File: config.mk
export PLATFORM = sky130hd
export DESIGN_NAME = k_select_flat
export DESIGN_NICKNAME = d
export VERILOG_FILES = /design/src/rtl/k_select_if.sv /design/src/rtl/k_select.sv /design/src/flat_wrapper.sv
export SDC_FILE = /design/constraint.sdc
export NUM_CORES = 1
export LEC_CHECK = 0
export CORE_ASPECT_RATIO = 0.7
export CORE_MARGIN = 5
export CORE_UTILIZATION = 40
export DETAILED_ROUTE_END_ITERATION = 8
export PLACE_DENSITY_LB_ADDON = 0.15
export SYNTH_ARGS = -nofsm -noshare
export SYNTH_HDL_FRONTEND = slang
export SYNTH_SLANG_ARGS = --single-unit
export TNS_END_PERCENT = 1
File: constraint.sdc
create_clock -name clk -period 2.55 [get_ports clk]
set_clock_uncertainty 0.2 [all_clocks]
set_input_delay 0.51 -clock clk [delete_from_list [all_inputs] [get_ports clk]]
set_output_delay 0.51 -clock clk [all_outputs]
set_load 0.02 [all_outputs]
File: src/rtl/k_select_if.sv
// Stream interface of the top-K selector: one distance/type pair in per transfer,
// and the packed K-nearest result plus its one-cycle valid pulse out.
interface k_select_if #(
  parameter int W      = 32,
  parameter int TYPE_W = 4,
  parameter int K      = 5
) ();
  logic                dist_valid;
  logic [W-1:0]        dist_in;
  logic [TYPE_W-1:0]   type_in;
  logic                dist_ready;
  logic                valid_sort;
  logic [K*TYPE_W-1:0] k_nearest_neighbours_type;
  logic [K*W-1:0]      k_nearest_neighbours_dist;

  modport master (
    output dist_valid,
    output dist_in,
    output type_in,
    input  dist_ready,
    input  valid_sort,
    input  k_nearest_neighbours_type,
    input  k_nearest_neighbours_dist
  );

  modport slave (
    input  dist_valid,
    input  dist_in,
    input  type_in,
    output dist_ready,
    output valid_sort,
    output k_nearest_neighbours_type,
    output k_nearest_neighbours_dist
  );
endinterface

File: src/rtl/k_select.sv
// Streaming top-K selector: insertion-sorts N (distance, type) pairs per frame into a
// K-entry ordered list and pulses valid_sort once the frame's last pair is in.
//
// state   | meaning
// --------+-------------------------------------------------------------
// COLLECT | accepting pairs; dist_ready=1, list updated on each transfer
// DONE    | frame complete; valid_sort=1, dist_ready=0, count cleared
module k_select #(
  parameter int N      = 10,
  parameter int W      = 32,
  parameter int K      = 5,
  parameter int TYPE_W = 4
) (
  input  logic       clk,
  input  logic       rst,
  k_select_if.slave  sif
);

  localparam int CW = $clog2(N + 1);

  typedef enum logic {
    COLLECT = 1'b0,
    DONE    = 1'b1
  } state_t;

  state_t            state_q, state_d;
  logic [CW-1:0]     count_q, count_d;
  logic [W-1:0]      dist_q [K];
  logic [W-1:0]      dist_d [K];
  logic [TYPE_W-1:0] type_q [K];
  logic [TYPE_W-1:0] type_d [K];
  logic [K-1:0]      vld_q, vld_d;

  logic              xfer;
  logic              first_xfer;
  logic [K-1:0]      live;
  logic [K-1:0]      above;

  // The first transfer of a frame sees an empty list, so the previous result
  // stays visible on the outputs right up to that transfer and never mixes in.
  always_comb begin
    xfer       = sif.dist_valid && (state_q == COLLECT);
    first_xfer = (count_q == '0);
    live       = first_xfer ? '0 : vld_q;
    above      = '0;
    for (int i = 0; i < K; i++) begin
      above[i] = live[i] && (dist_q[i] <= sif.dist_in);
    end
  end

  always_comb begin
    state_d = state_q;
    count_d = count_q;
    vld_d   = vld_q;
    for (int i = 0; i < K; i++) begin
      dist_d[i] = dist_q[i];
      type_d[i] = type_q[i];
    end

    case (state_q)
      COLLECT: begin
        if (xfer) begin
          count_d = count_q + CW'(1);
          vld_d   = live;
          // above[] is a prefix of the list; the new pair lands on its first
          // zero and everything below moves down one, dropping slot K-1.
          if (!above[0]) begin
            dist_d[0] = sif.dist_in;
            type_d[0] = sif.type_in;
            vld_d[0]  = 1'b1;
          end
          for (int i = 1; i < K; i++) begin
            if (!above[i]) begin
              if (above[i-1]) begin
                dist_d[i] = sif.dist_in;
                type_d[i] = sif.type_in;
                vld_d[i]  = 1'b1;
              end else begin
                dist_d[i] = dist_q[i-1];
                type_d[i] = type_q[i-1];
                vld_d[i]  = live[i-1];
              end
            end
          end
          if (count_q == CW'(N - 1)) begin
            state_d = DONE;
          end
        end
      end
      DONE: begin
        state_d = COLLECT;
        count_d = '0;
      end
      default: begin
        state_d = COLLECT;
        count_d = '0;
      end
    endcase
  end

  always_ff @(posedge clk) begin
    if (!rst) begin
      state_q <= COLLECT;
      count_q <= '0;
      vld_q   <= '0;
      for (int i = 0; i < K; i++) begin
        dist_q[i] <= '0;
        type_q[i] <= '0;
      end
    end else begin
      state_q <= state_d;
      count_q <= count_d;
      vld_q   <= vld_d;
      for (int i = 0; i < K; i++) begin
        dist_q[i] <= dist_d[i];
        type_q[i] <= type_d[i];
      end
    end
  end

  assign sif.dist_ready = (state_q == COLLECT);
  assign sif.valid_sort = (state_q == DONE);

  always_comb begin
    sif.k_nearest_neighbours_type = '0;
    sif.k_nearest_neighbours_dist = '0;
    for (int i = 0; i < K; i++) begin
      sif.k_nearest_neighbours_type[i*TYPE_W +: TYPE_W] = vld_q[i] ? type_q[i] : '0;
      sif.k_nearest_neighbours_dist[i*W +: W]           = vld_q[i] ? dist_q[i] : '0;
    end
  end

endmodule
File: src/flat_wrapper.sv
// flat-port wrapper written by rule: the top's interface ports become plain ports
module k_select_flat 
#(
  parameter int N      = 10,
  parameter int W      = 32,
  parameter int K      = 5,
  parameter int TYPE_W = 4
)
  (clk, rst, sif_dist_valid, sif_dist_in, sif_type_in, sif_dist_ready, sif_valid_sort, sif_k_nearest_neighbours_type, sif_k_nearest_neighbours_dist);
  k_select_if #(.W(W), .TYPE_W(TYPE_W), .K(K)) sif_i ();
  input  logic clk;
  input  logic rst;
  input wire logic [$bits(sif_i.dist_valid)-1:0] sif_dist_valid;
  input wire logic [$bits(sif_i.dist_in)-1:0] sif_dist_in;
  input wire logic [$bits(sif_i.type_in)-1:0] sif_type_in;
  output wire logic [$bits(sif_i.dist_ready)-1:0] sif_dist_ready;
  output wire logic [$bits(sif_i.valid_sort)-1:0] sif_valid_sort;
  output wire logic [$bits(sif_i.k_nearest_neighbours_type)-1:0] sif_k_nearest_neighbours_type;
  output wire logic [$bits(sif_i.k_nearest_neighbours_dist)-1:0] sif_k_nearest_neighbours_dist;
  assign sif_i.dist_valid = sif_dist_valid;
  assign sif_i.dist_in = sif_dist_in;
  assign sif_i.type_in = sif_type_in;
  assign sif_dist_ready = sif_i.dist_ready;
  assign sif_valid_sort = sif_i.valid_sort;
  assign sif_k_nearest_neighbours_type = sif_i.k_nearest_neighbours_type;
  assign sif_k_nearest_neighbours_dist = sif_i.k_nearest_neighbours_dist;
  k_select #(.N(N), .W(W), .K(K), .TYPE_W(TYPE_W)) u_core (.clk(clk), .rst(rst), .sif(sif_i));
endmodule
==> flow_summary.ini <==
[sta]
finalSetupViolCount = 184
min_period_ns = 3.05
period_share = 1.19
hold_viol = 0
worst_slew_pin_slew_ns = 0.689
fmax_ghz = 0.328
fin_ws_ns = -0.495
slew_violations = 0
grt_setup_unrepaired = true
slew_headroom = 0.540
finalHoldWorstSlack_ns = 0.267

[clocking]
h-tree-depth = 4
cts_buffer_depth = 2
clk_latency_ns = 0.45
cts_tree = done
cts_buffers = 17
cts.clk_slew.worst_paths_ns = 0.08
cts_root_buf = clkbuf_16
numClockSinks = 190

[yosys]
netlist_top_cells_count = a21oi_1 (229), dfxtp_1 (190), and2_1 (180), ha_1 (163), o21ai_0 (134)
synth_xor_area_frac = 0.00196
synth_edf_count = 0
syn_nets = 1853
syn_area_sq_mm = 0.0134
synth_mux_area_frac = 0.0306
yosysSeqAreaShare = 0.283
synthCells = 1651
synth_compound_area_frac = 0.264
post_synth_num_cell_types = 67
ys_ff_latch = 190
synth_area_per_cell_sq_um = 8.13
synth_top_family_by_area = compound AO/OA/AOI/OAI gates
synth-main-ff-cell = dfxtp_1
synthSimpleGateAreaFrac = 0.206
ys_warn_count = 0
synth.most_common_cell = a21oi_1
synth.top_cell.area_share = 0.283
synthArstFlopShare = 0
synth_area_leader_cell = dfxtp_1
synth-adder-area-share = 0.152
netlist_top_cells_area = dfxtp_1 (28%), ha_1 (15%), a21oi_1 (8.5%)

[route]
drtIter0Drc = 1734
ant_nets = 0
drc = 0
num_vias = 15646
drt_first_pass_iters = 6
drt_wl_total_um = 60700
routed_via_density = 6.00
wl_per_cell_um = 23.3

[global_route]
grt_use_total = 0.301
busiest_layer = met2
met1_usage = 0.431
grt_overflow = 0
grt_max_degree = 63
grt_antenna_before_repair = 0
grt_pass1_vias = 14989
met2_usage = 0.467
grt_pass1_wl_um = 88700
grt_use_met3 = 0.0563

[cells_and_area]
n_antenna_cell = 0
instances_no_fill = 2609
syn2layout_area_growth_pct = 61.7
final_core_util = 0.652
fillers = 2671
register_area_sq_mm = 0.00381
drive_above_1_share = 0.331
layout.nets = 2363
multiInputGateArea_sq_mm = 0.0101

[floorplanning]
die-area_sq_mm = 0.0374
start_util = 0.403
io_pins = 221
die_h_um = 163
die_w_um = 229
rows = 56
coreArea_sq_mm = 0.0333

[worst_hold_path]
min_path_type = primary input to flip-flop

[worst_setup_path]
crit_path_start_kind = primary input
crit_type = primary input to flip-flop
critical_path_required_ns = 2.72
worst-path-max-fanout = 30
end_kind = flip-flop
critical_path_arrival_ns = 3.21

[run]
max-cap-violations = 0

[placement]
io_buffers = 220
gp_congestion = 0.904
post-dp-hpwl_um = 40300
pre_cts_ws_ns = -1.25
dp.cells = 2513

[pwr]
total_power_mw = 9.99
cellPowerDensity_mw_per_mm2 = 460
p_leak_nw = 10.7
irDropWorstVdd_mv = 0.478

[status]
outcome = complete, but fails checks
violations = setup timing
==> sequential cells by signal (all words and copies together) (netlist names) <==
signal and cells:
u_core.dist_q 160, u_core.type_q 20, u_core.vld_q 5, u_core.count_q 4, u_core.sif.valid_sort 1
==> timing repair <==
item | CTS | global route
pin swaps | 77 | 106
hold buffers | 0 | 0
endpoints found under the setup margin | 281 | 269
gates cloned | 17 | 6
gates resized for setup | 323 | 209
buffers inserted | 28 | 16
==> where the power goes <==
group	switching [mW]	internal [mW]	leakage (nW)
combinational	1.90	1.63	8.80
clock	1.38	1.67	0.303
sequential	0.201	3.21	1.57
total	3.48	6.51	10.7
==> area by class of cell <==
| class | instances | area share |
|---|---|---|
| clock buffers | 18 | 0.0198 |
| clock inverters | 14 | 0.00928 |
| inverters | 46 | 0.00911 |
| multi-input cells | 1280 | 0.467 |
| flip-flops and latches | 190 | 0.176 |
| well taps | 435 | 0.0251 |
| repair buffers | 626 | 0.294 |
==> worst max-delay path, stage by stage <==
cell	delay (ns)
clkdlybuf4s15_2	0.22
clkinvlp_4	0.19
ha_1	0.38
a21oi_1	0.17
nor2_1	0.07
a211oi_2	0.29
buf_4	0.17
o211ai_1	0.19
a21oi_4	0.31
buf_12	0.27
buf_4	0.19
o31ai_2	0.06
a21oi_1	0.16
==> final timing paths <==
check                       start                    to  slack, ns  cells after the start
min               sif_dist_in[23]  u_core.dist_q[0][23]       0.27                      4
min reg2reg   u_core.type_q[0][0]   u_core.type_q[0][0]       0.31                      2
max reg2reg  u_core.dist_q[0][21]  u_core.dist_q[0][47]      -0.45                     11
max               sif_dist_in[29]  u_core.dist_q[0][15]      -0.50                     13
==> per-stage QoR <==
step | setup TNS [ns] | instance area (sq um)
2_1_floorplan | -24.57 | 13600
3_3_place_gp | -199.63 | 18600
3_5_place_dp | -208.98 | 18600
4_1_cts | -48.05 | 20800
5_1_grt | -72.15 | 21700
6_report | -62.32 | 21700
==> per-layer routing <==
layer  wire length (um)  share of wire
met5                  0              0
met4               1760          0.029
met3               5230          0.086
met2              26600           0.44
met1              27200           0.45
==> cell families after synthesis <==
logic type | after synthesis
AO/OA/AOI/OAI | 572
flip-flops | 190
buffers and inverters | 181
multiplexers | 41
XOR/XNOR | 3
AND/OR/NAND/NOR | 501
adder cells (fa/ha/maj) | 163
==> layout by cell type, fill, tap and decap left out, drive strengths merged, types with 31 or more instances in the layout <==
master and instances:
nand4 73, o31ai 36, a311oi 36, o21ai 169, dlygate4sd2 53, buf 402
nor3 39, mux2i 41, nand2 107, dlymetal6s2s 82, clkbuf 31, ha 163
a31oi 39, dfxtp 190, clkdlybuf4s50 60, a21oi 231, inv 51, nand3 44
and2 181
Power figures use the tool's default switching activity.
==> variant: new RTL, same flow settings <==
`TYPE_W` is set to 4 in 3 places; all go to 6.
--- a/src/rtl/k_select_if.sv
+++ b/src/rtl/k_select_if.sv
@@ -2,7 +2,7 @@
 // and the packed K-nearest result plus its one-cycle valid pulse out.
 interface k_select_if #(
   parameter int W      = 32,
-  parameter int TYPE_W = 4,
+  parameter int TYPE_W = 6,
   parameter int K      = 5
 ) ();
   logic                dist_valid;
--- a/src/rtl/k_select.sv
+++ b/src/rtl/k_select.sv
@@ -9,7 +9,7 @@
   parameter int N      = 10,
   parameter int W      = 32,
   parameter int K      = 5,
-  parameter int TYPE_W = 4
+  parameter int TYPE_W = 6
 ) (
   input  logic       clk,
   input  logic       rst,
--- a/src/flat_wrapper.sv
+++ b/src/flat_wrapper.sv
@@ -4,7 +4,7 @@
   parameter int N      = 10,
   parameter int W      = 32,
   parameter int K      = 5,
-  parameter int TYPE_W = 4
+  parameter int TYPE_W = 6
 )
   (clk, rst, sif_dist_valid, sif_dist_in, sif_type_in, sif_dist_ready, sif_valid_sort, sif_k_nearest_neighbours_type, sif_k_nearest_neighbours_dist);
   k_select_if #(.W(W), .TYPE_W(TYPE_W), .K(K)) sif_i ();
Ports: changed (resized sif_k_nearest_neighbours_type and sif_type_in); port bits go from 221 to 233. The function was not compared with the original's and may differ.
==> variant against the original RTL <==
The run still ends with setup timing left; synthesized area decreased by 1.9%; critical path type is now flop to flop; total power down 3.8%; critical path depth shrank 3; largest power group is now registers; die area is 1.8% lower; highest routed layer is now met5; hold slack got worse by 0.020 ns; via count decreased by 5.6%; register-to-register slack worse by 0.11 ns; worst setup slack worse by 0.061 ns; sequential cell count up 10; cell area down 6.2%; wire length is 7.9% lower; clock power fell by 8.5%.
==> variant: results (changes against the original RTL) <==
- Met3 Use GR: 0.0755 (was 0.0563)
- 1st-iter DRT viols: 1279 (was 1734)
- Multiplexer area fraction after synthesis: 0.0395 (was 0.0306)
- Met2 usage: 0.442 (was 0.467)
- Syn_area_per_cell: 7.88 um^2 (was 8.13 um^2)
- M1 GR Usage: 0.423 (was 0.431)
- Input/output buffers: 232 (was 220)
- Post-route worst setup slack: -0.556 ns (was -0.495 ns)
- Top cells by count, synth: a21oi_1 (239), dfxtp_1 (200), and2_1 (192) (was a21oi_1 (229), dfxtp_1 (190), and2_1 (180))
- Cell variety after synth: 54 (was 67)
- Failing checks: setup timing (unchanged)
- Post-Place Setup Slack: -1.33 ns (was -1.25 ns)
- Nets@finish: 2369 (was 2363)
- Net Count, Synth: 1875 (was 1853)
- Post-CTS Setup Bufs: 23 (was 28)
- Fillers: 2785 (was 2671)
- Post-route setup TNS: -77.75 ns (was -62.32 ns)
- Final-report setup violation count: 194 (was 184)
- Syn-to-layout area delta: 54.6% (was 61.7%)
- XOR/XNOR share of the synthesized area: 0.00200 (was 0.00196)
- Hpwl dp: 40000 um (was 40300 um)
- Non-clk bufs: 593 (was 626)
- # resized after CTS: 335 (was 323)
- Adder-Cell Fraction of Synth Area: 0.155 (was 0.152)
- Non-filler instance count after layout: 2605 (was 2609)
- Worst Path Arrival: 3.23 ns (was 3.21 ns)
- Buffering overhead: 0.279 (was 0.294)
- Clock buffer count: 20 (was 18)
- Vias in the first global route: 14.7k (was 15.0k)
- PwrDens: 472 mW/mm^2 (was 460 mW/mm^2)
- Status: finished with violations (unchanged)
- Crit-path leading delay family: simple AND/OR/NAND/NOR gates (was compound AO/OA/AOI/OAI gates)
- First-pass DRT Iterations: 5 (was 6)
- Critical path's largest stage delay: 0.45 ns (was 0.38 ns)
- LEAKAGE: 9.99 nW (was 10.7 nW)
- GP Congestion: 0.921 (was 0.904)
- Util after Layout: 0.628 (was 0.652)
- Multi-input gates: 1310 (was 1280)
- Clock-cell share of area: 0.0280 (was 0.0291)
- Initial antenna violation count: 1 (was 0)
[variant: changes by cell type in the layout (fill, tap and decap cells not counted), moves of 31 or more]
cell	before	now
a21oi_1	172	203
a311oi_2	33	0
dlygate4sd2_1	53	114
dlymetal6s2s_1	82	45
nand2_1	107	147
nand4_1	72	32
[variant: power by group]
| group | total, mW | internal [mW] | switching [mW] |
|---|---|---|---|
| Combinational | 3.25 | 1.48 | 1.76 |
| Sequential | 3.58 | 3.38 | 0.197 |
| Clock | 2.79 | 1.47 | 1.32 |
| Total | 9.61 | 6.34 | 3.28 |
[variant: final timing paths]
check | startpoint | end | cells after the start | slack, ns
hold reg to reg | u_core.type_q[0][4] | u_core.type_q[0][4] | 2 | 0.29
setup reg to reg | u_core.dist_q[0][107] | u_core.dist_q[0][140] | 10 | -0.56
hold / removal | rst | u_core.dist_q[0][61] | 3 | 0.25
setup / recovery | u_core.dist_q[0][107] | u_core.dist_q[0][140] | 10 | -0.56
